$ cat src/rtl/div_iter_unit_pkg.sv
// Shared constants for the iterative divider: state encoding, default width,
// and slice macros for the quotient/remainder halves of div_out.
`ifndef DIV_ITER_UNIT_PKG_SV
`define DIV_ITER_UNIT_PKG_SV

`define DIV_Q_FIELD(v, w) v[2*(w)-1:(w)]
`define DIV_R_FIELD(v, w) v[(w)-1:0]

package div_iter_unit_pkg;
  localparam int DIV_DATA_W = 32;

  localparam logic [1:0] S_IDLE = 2'd0;
  localparam logic [1:0] S_BUSY = 2'd1;
  localparam logic [1:0] S_DONE = 2'd2;
endpackage

`endif

$ cat src/rtl/div_step.sv
// One restoring-division iteration: shift the next dividend bit into the
// partial remainder, trial-subtract the divisor, keep the difference if it fits.
module div_step
  import div_iter_unit_pkg::*;
#(
  parameter int DATA_W = DIV_DATA_W
) (
  input  logic [DATA_W-1:0] rem_in,
  input  logic              dividend_bit,
  input  logic [DATA_W-1:0] divisor,
  output logic [DATA_W-1:0] rem_out,
  output logic              q_bit
);

  logic [DATA_W:0] partial;

  assign partial = {rem_in, dividend_bit};
  assign q_bit   = (partial >= {1'b0, divisor});
  // The kept difference is always below the divisor, so W-bit arithmetic is exact.
  assign rem_out = q_bit ? (partial[DATA_W-1:0] - divisor) : partial[DATA_W-1:0];

endmodule

$ cat src/rtl/div_iter_unit.sv
// Multi-cycle radix-2 restoring divider serving both DIV and DIVU; returns
// {quotient, remainder} with a one-cycle res_valid, DATA_W+1 cycles after start.
module div_iter_unit
  import div_iter_unit_pkg::*;
#(
  parameter int DATA_W = DIV_DATA_W,
  parameter int CNT_W  = 6
) (
  input  logic                clk,
  input  logic                reset,
  input  logic                flush,
  input  logic                data_valid,
  input  logic                is_signed,
  input  logic [DATA_W-1:0]   src1,
  input  logic [DATA_W-1:0]   src2,
  output logic [2*DATA_W-1:0] div_out,
  output logic                res_valid,
  output logic                busy
);

  localparam logic [CNT_W-1:0] LAST_CNT = CNT_W'(DATA_W - 1);

  logic [1:0]          state;
  logic [CNT_W-1:0]    cnt;
  logic [DATA_W-1:0]   dq;
  logic [DATA_W-1:0]   rem;
  logic [DATA_W-1:0]   divisor;
  logic [DATA_W-1:0]   src1_orig;
  logic                q_sign;
  logic                r_sign;
  logic                div_zero;

  logic [DATA_W-1:0]   src1_mag;
  logic [DATA_W-1:0]   src2_mag;
  logic [DATA_W-1:0]   step_rem;
  logic                step_q;
  logic [DATA_W-1:0]   q_fin;
  logic [2*DATA_W-1:0] result;

  assign src1_mag = (is_signed && src1[DATA_W-1]) ? -src1 : src1;
  assign src2_mag = (is_signed && src2[DATA_W-1]) ? -src2 : src2;

  div_step #(.DATA_W(DATA_W)) u_step (
    .rem_in       (rem),
    .dividend_bit (dq[DATA_W-1]),
    .divisor      (divisor),
    .rem_out      (step_rem),
    .q_bit        (step_q)
  );

  // Quotient bits shift into the dividend register as dividend bits shift out.
  assign q_fin = {dq[DATA_W-2:0], step_q};

  always_comb begin
    result = '0;
    if (div_zero) begin
      `DIV_Q_FIELD(result, DATA_W) = '1;
      `DIV_R_FIELD(result, DATA_W) = src1_orig;
    end else begin
      `DIV_Q_FIELD(result, DATA_W) = q_sign ? -q_fin : q_fin;
      `DIV_R_FIELD(result, DATA_W) = r_sign ? -step_rem : step_rem;
    end
  end

  always_ff @(posedge clk) begin
    if (reset) begin
      state     <= S_IDLE;
      cnt       <= '0;
      div_out   <= '0;
      dq        <= '0;
      rem       <= '0;
      divisor   <= '0;
      src1_orig <= '0;
      q_sign    <= 1'b0;
      r_sign    <= 1'b0;
      div_zero  <= 1'b0;
    end else if (flush) begin
      state <= S_IDLE;
    end else begin
      case (state)
        S_IDLE: begin
          if (data_valid) begin
            dq        <= src1_mag;
            divisor   <= src2_mag;
            rem       <= '0;
            cnt       <= '0;
            src1_orig <= src1;
            q_sign    <= is_signed & (src1[DATA_W-1] ^ src2[DATA_W-1]);
            r_sign    <= is_signed & src1[DATA_W-1];
            div_zero  <= (src2 == '0);
            state     <= S_BUSY;
          end
        end
        S_BUSY: begin
          if (!data_valid) begin
            state <= S_IDLE;
          end else begin
            rem <= step_rem;
            dq  <= q_fin;
            cnt <= cnt + 1'b1;
            if (cnt == LAST_CNT) begin
              div_out <= result;
              state   <= S_DONE;
            end
          end
        end
        S_DONE:  state <= S_IDLE;
        default: state <= S_IDLE;
      endcase
    end
  end

  assign res_valid = (state == S_DONE);
  assign busy      = (state != S_IDLE);

endmodule

$ cat config.mk
export PLATFORM = sky130hd
export DESIGN_NAME = div_iter_unit
export DESIGN_NICKNAME = d
export VERILOG_FILES = /design/src/rtl/div_iter_unit_pkg.sv /design/src/rtl/div_step.sv /design/src/rtl/div_iter_unit.sv
export SDC_FILE = /design/constraint.sdc
export NUM_CORES = 1
export LEC_CHECK = 0
export ABC_AREA = 0
export BUFFER_PORTS_ARGS = -buffer_cell sky130_fd_sc_hd__buf_2
export CAP_MARGIN = 20
export CELL_PAD_IN_SITES_DETAIL_PLACEMENT = 1
export CELL_PAD_IN_SITES_GLOBAL_PLACEMENT = 1
export CORE_MARGIN = 2
export CORE_UTILIZATION = 30
export DETAILED_ROUTE_END_ITERATION = 10
export GPL_TIMING_DRIVEN = 0
export MAX_ROUTING_LAYER = met4
export PLACE_DENSITY = 0.62
export SYNTH_ARGS = -nofsm -noshare
export SYNTH_HDL_FRONTEND = slang
export SYNTH_SLANG_ARGS = --single-unit
$ cat constraint.sdc
create_clock -name clk -period 13.5 [get_ports clk]
set_clock_uncertainty 0.1 [all_clocks]
set_input_delay 0.675 -clock clk [delete_from_list [all_inputs] [get_ports clk]]
set_output_delay 0.675 -clock clk [all_outputs]
set_load 0.01 [all_outputs]
After elaboration in Yosys (flattened, before gate mapping)
Cells that the tools add are included.
{ "op_classes": {"order_cmp": 1, "n_reduce_logical": 11, "addsub": 6, "eq_ne": 6, "muxes": 19, "bitwise_logic": 4} }
{ "op_table": {"columns": ["op", "n"], "rows": [
  ["32-bit 2-to-1 mux", 9],
  ["32-bit negation", 4],
  ["32-bit case mux with 2 select lines", 2],
  ["64-bit 2-to-1 mux", 1],
  ["33-bit by 32-bit greater-or-equal comparator with 1-bit output", 1],
  ["32-bit logical NOT", 1],
  ["32-bit subtractor", 1],
  ["6-bit 2-to-1 mux", 2],
  ["6-bit case mux with 2 select lines", 1],
  ["4-bit AND reduction", 2],
  ["6-bit by 1-bit adder with 6-bit output, second input constant", 1],
  ["6-bit by 5-bit == test with 1-bit output, second input constant", 1],
  ["2-bit 2-to-1 mux", 3],
  ["2-bit inequality test, second input constant", 2],
  ["2-bit case mux with 2 select lines", 1],
  ["2-bit nonzero test", 2],
  ["3-bit inequality test, second input constant", 1],
  ["3-bit AND reduction", 1],
  ["1-bit AND", 2],
  ["2-bit by 1-bit == test with 1-bit output, second input constant", 1],
  ["2-bit == test, second input constant", 1],
  ["1-bit logical AND", 2],
  ["2-bit logical NOT", 1],
  ["2-bit AND reduction", 1],
  ["3 further kinds", 3]
]} }
{ "totals": {"inputBits": 69, "reg_bits": 203, "elab_cells": 57, "out_inout_bits": 66} }

Longest topological paths before layout
{ "depth": {"ltp_word": 5, "ltp_mapped": 22, "mapped_depth_nobuf": 19} }

By module
A second synthesis with hierarchy kept.
{ "unflattened": {"cells_unflattened": 1701, "area_unflattened_um2": 13075.0} }
{ "by_module_without_submodules": {"columns": ["mod", "seq_area_each_um2", "cells_per_inst", "instances", "area_per_inst_um2"], "rows": [
  ["div_iter_unit", 4063.9, 1378, 1, 10744.1],
  ["div_step", 0.0, 323, 1, 2331.0]
]} }

Worst setup path after synthesis
OpenSTA, ideal clock, no wires.
{ "synth_path": {"path_kind": "register to register", "from": "register divisor[26]", "to": "register div_out[54]", "synth_period_minus_slack_ns": 4.756, "path_buffers": 5, "arrival_ns": 4.577, "slack_ns": 8.744, "setup_time_ns": 0.079, "required_ns": 13.321, "stages_incl_launch_ff": 21, "cell_sequence": "dfxtp_1 > inv_1 > ha_1 > buf_2 > a211o_1 > a21oi_1 > o21bai_1 > a211o_1 > or3_1 > inv_2 > buf_2 > buf_2 > clkbuf_1 > buf_2 > ha_1 > inv_1 > or4_4 > or4_4 > o41ai_4 > xnor2_1 > a211oi_2"} }
{ "synth_via": {"elab_chain_len": 4} }
{ "synth_rtl": {"columns": ["element", "line", "text"], "rows": [
  ["start: declaration", "div_iter_unit.sv:27", "logic [DATA_W-1:0] divisor;"],
  ["start signal: assignment", "div_iter_unit.sv:84", "divisor <= src2_mag;"],
  ["33-bit by 32-bit greater-or-equal comparator with 1-bit output", "div_step.sv:18", "assign q_bit = (partial >= {1'b0, divisor});"],
  ["32-bit negation", "div_iter_unit.sv:60", "`DIV_Q_FIELD(result, DATA_W) = q_sign ? -q_fin : q_fin;"],
  ["32-bit 2-to-1 mux", "div_iter_unit.sv:60", null],
  ["64-bit 2-to-1 mux", "div_iter_unit.sv:56", "if (div_zero) begin"],
  ["end signal: assignment", "div_iter_unit.sv:102", "div_out <= result;"],
  ["end: declaration", "div_iter_unit.sv:16", "output logic [2*DATA_W-1:0] div_out,"]
]} }
No other way between the ends.
A chain may end at the register's enable or synchronous reset.

Worst setup path in the final report
{ "layout_path": {"from": "register rem[9]", "to": "register div_out[60]"} }
{ "layout_via": {"elab_chain_len": 4} }
{ "layout_rtl": {"columns": ["element", "line", "text"], "rows": [
  ["start: declaration", "div_iter_unit.sv:26", "logic [DATA_W-1:0] rem;"],
  ["start signal: assignment", "div_iter_unit.sv:98", "rem <= step_rem;"],
  ["33-bit by 32-bit greater-or-equal comparator with 1-bit output", "div_step.sv:18", null],
  ["32-bit negation", "div_iter_unit.sv:60", null],
  ["32-bit 2-to-1 mux", "div_iter_unit.sv:60", null],
  ["64-bit 2-to-1 mux", "div_iter_unit.sv:56", null]
]} }
No other way between the ends.

==> impl_metrics.yaml <==
outcome:
  result_of_the_run: "complete, no violations"
global_routing:
  grt-ovfl-total: 0
  global_route.usage.met2: 0.391
  global_route.usage.total: 0.250
  gr-max-usage-layer: "met2"
  globalRouteMet1Util: 0.347
  grt_antenna_before_repair: 1
  grt_first_pass_wirelength_um: 82700
  vias_in_the_first_global_route: 13500
  grt_max_degree: 14
  grtUsageMet3: 0.0301
setup_path:
  timing.critical_path.slowest_cell_delay_ns: 0.53
  critical_path.endpoint_type: "register"
  worst_ep_required_time_ns: 13.87
  crit_top_cell: "sky130_fd_sc_hd__buf_2"
  cp.depth: 20
  timing.reg2reg.worst_path_depth: 20
  cp.arrival_ns: 6.86
  critical_path.max_fanout: 10
  crit_slowest_cell: "sky130_fd_sc_hd__or4_4"
  cp_top_family: "buffers and inverters"
  critPathLaunchType: "register"
  critical_path.startpoint: "rem[9]$_SDFFE_PP0P_"
  criticalPathCategory: "reg -> reg"
  end_of_the_critical_path: "div_out[60]$_SDFFE_PP0P_"
  cp_num_buf_inv: 7
  r2r_setup_slack_ns: 7.01
  rr_startpoint: "rem[9]$_SDFFE_PP0P_"
  timing.rr.end: "div_out[60]$_SDFFE_PP0P_"
  critical_path.cell_chain: "ha_1 -> clkbuf_1 -> a21oi_1 -> o21ai_0 -> a21oi_1 -> a31oi_1 -> or3_1 -> inv_2 -> buf_2 -> buf_2 -> clkbuf_1 -> buf_2 -> ha_1 -> inv_1 -> or4_4 -> nor3_1 -> nand3_1 -> o21ai_0 -> xnor2_1 -> a211oi_1"
sta:
  post-route-period-util: 0.481
  hold-worst-slack_ns: 0.231
  min_cycle_time_layout_ns: 6.49
  grt_setup_unrepaired: "false"
  slew_headroom: 0.282
  max_slew.worst_pin.slew_ns: 1.07
  fmax_mhz: 154
  finalHoldViolCount: 0
  timing.final.setup_violations: 0
  finalMaxSlewViolations: 0
  tns_ns: 0
detailed_routing:
  drc: 0
  drt_first_pass_iters: 5
  post_drt_via_cell_ratio: 5.58
  wl_per_cell_um: 22.5
  post_detailed_route_count_of_antenna_violating_nets: 0
  vias: 13600
  wirelength_um: 54900
  detail_route.iter0.violations: 834
logic_synthesis:
  syn-num-nets: 1822
  synth_top_family_by_area: "compound AO/OA/AOI/OAI gates"
  synth-simple-area-share: 0.223
  yosys.area_share.adder: 0.0377
  yosys_warnings: 0
  synth_mux_area_frac: 0.0198
  post-synth-top-area-fraction: 0.317
  synthTopCellsByArea: "sky130_fd_sc_hd__dfxtp_1, sky130_fd_sc_hd__nand2_1, sky130_fd_sc_hd__a21oi_1"
  synth_most_common_cell: "sky130_fd_sc_hd__nand2_1"
  synth_edf_count: 0
  synth-compound-area-share: 0.254
  synth_top_cell_by_area: "sky130_fd_sc_hd__dfxtp_1"
  synth_commonest_cells: "sky130_fd_sc_hd__nand2_1, sky130_fd_sc_hd__nor2_1, sky130_fd_sc_hd__dfxtp_1"
  async_flop_share: 0
  synth.lib_cells_used.distinct: 75
  syn-instance-count: 1715
  synth_xor_xnor_area_share: 0.0903
  yosys_most_used_dff: "sky130_fd_sc_hd__dfxtp_1"
  ys_seq_area_frac: 0.317
  ys_ff_latch: 203
  syn_area_mm2: 0.0128
  postSynthAreaPerCell_um2: 7.46
die:
  die_extent_in_x_um: 211
  design.core.area_mm2: 0.0420
  chipHeight_um: 211
  die_area_mm2: 0.0443
  start_util: 0.304
  row_count: 75
  ioPinCount: 135
clock_tree:
  clock_tree.htree_level_count: 1
  postCtsSetupRepairBufs: 0
  tritoncts_clock_tree: "yes"
  cts_root_buffer: "sky130_fd_sc_hd__clkbuf_16"
  cts.repair.resized: 0
  tritoncts.num_buffers: 26
  worstSkewPairLatency_ns: 0.57
  cts-root-to-sink-buffers: 3
  clk_transition_reported_paths_ns: 0.06
  cts.hold.buffers_added: 0
  cts_sinks: 203
placement:
  dpl.cell_count: 2388
  routabilityCongestion: 0.889
  port_buffers: 134
  place_hpwl_um: 44100
cells_and_area:
  nNetsFinal: 1985
  layout.cells.non_filler: 2437
  drive_above_1_share: 0.113
  multi_input_comb_area_mm2: 0.00800
  layout.filler_cells: 5284
  regArea_mm2: 0.00406
  area.growth.synth_to_final_pct: 17.8
  antennaDiodeCount: 0
flow_run:
  cap_viol_max_count: 0
power:
  cell_area_power_density_mw_per_mm2: 113
  leakagePower_nw: 5.71
  vdd_drop_max_mv: 0.0851
worst_hold_path:
  min_path_type: "in -> reg"
  hold_path_depth: 2
-- cells by family after synthesis --
family                   count (synthesis)
adder cells (fa/ha/maj)                 38
XOR/XNOR                               132
flip-flops                             203
AO/OA/AOI/OAI                          496
buffers and inverters                  195
AND/OR/NAND/NOR                        626
multiplexers                            25
-- sequential cells by signal, summed over array words and instances, names as in the netlist, 2 cells and up --
| signal | count |
|---|---|
| dq | 32 |
| rem | 32 |
| state | 2 |
| src1_orig | 32 |
| divisor | 32 |
| div_out | 64 |
| cnt | 6 |
-- report_power, final --
| group | switching [W] | leakage [nW] | internal (W) | total, W |
|---|---|---|---|---|
| Sequential | 0.0000143 | 1.65 | 0.000616 | 0.000631 |
| Combinational | 0.000210 | 3.61 | 0.000102 | 0.000312 |
| Clock | 0.000289 | 0.453 | 0.000469 | 0.000758 |
| Total | 0.000513 | 5.71 | 0.00119 | 0.00170 |
-- cells in the final DEF (no fill, tap or decap), drive strengths merged, types with 9 or more instances in the layout --
cell type and instances:
nand2 216, nor2 204, dfxtp 203, a21oi 156, buf 147, clkbuf 137, o21ai 94, inv 84
xnor2 81, a211oi 75, xor2 51, nor3 48, ha 37, a221oi 36, nand3 28, o31ai 26
nor4 22, mux2i 22, or3 21, or4 14, a31oi 13, nand4 12, and2 11, o41ai 11
or2 10, a21o 10, nand2b 10, and3 9, o211ai 9
-- worst reg2reg max path: stages (launching register included) --
cell and delay [ns]:
sky130_fd_sc_hd__dfxtp_1 0.50, sky130_fd_sc_hd__ha_1 0.29, sky130_fd_sc_hd__clkbuf_1 0.21, sky130_fd_sc_hd__a21oi_1 0.36
sky130_fd_sc_hd__o21ai_0 0.17, sky130_fd_sc_hd__a21oi_1 0.40, sky130_fd_sc_hd__a31oi_1 0.17, sky130_fd_sc_hd__or3_1 0.41
sky130_fd_sc_hd__inv_2 0.13, sky130_fd_sc_hd__buf_2 0.30, sky130_fd_sc_hd__buf_2 0.35, sky130_fd_sc_hd__clkbuf_1 0.52
sky130_fd_sc_hd__buf_2 0.40, sky130_fd_sc_hd__ha_1 0.28, sky130_fd_sc_hd__inv_1 0.15, sky130_fd_sc_hd__or4_4 0.53
sky130_fd_sc_hd__nor3_1 0.21, sky130_fd_sc_hd__nand3_1 0.26, sky130_fd_sc_hd__o21ai_0 0.29, sky130_fd_sc_hd__xnor2_1 0.13
sky130_fd_sc_hd__a211oi_1 0.27
-- through the flow --
step / util / total power, W / area, um^2 / worst slack (ns)
after global placement: 0.336 / 0.000946 / 14100 / 7.16
after CTS: 0.359 / 0.00171 / 15100 / 7.12
after global routing: 0.359 / 0.00177 / 15100 / 6.59
after detailed placement: 0.336 / 0.000952 / 14100 / 7.14
after floorplan: - / 0.000838 / 12800 / 8.74
final: 0.359 / 0.00170 / 15100 / 7.01
-- how the worst min path moves through the flow --
stage,to,start
5_1_grt,state[1]$_SDFFE_PP0P_,data_valid
3_5_place_dp,divisor[31]$_SDFFE_PP0P_,divisor[31]$_SDFFE_PP0P_
4_1_cts,state[1]$_SDFFE_PP0P_,data_valid
6_report,state[1]$_SDFFE_PP0P_,data_valid
3_3_place_gp,divisor[31]$_SDFFE_PP0P_,divisor[31]$_SDFFE_PP0P_
2_1_floorplan,divisor[31]$_SDFFE_PP0P_,divisor[31]$_SDFFE_PP0P_
-- routing by layer --
layer  part of all wire  wire length (um)
met2               0.45             24600
met3              0.055              3040
met1               0.48             26200
met5                  0                 0
met4              0.019              1020
-- area by class of cell --
type,count,share of cell area
inverters,85,0.0212
flip-flops and latches,203,0.269
clock inverters,9,0.0105
plain buffers,110,0.0280
well taps,539,0.0447
clock buffers,39,0.0510
multi-input cells,1317,0.530
repair buffers,135,0.0450
No activity file was read; power rests on OpenSTA's default activity.
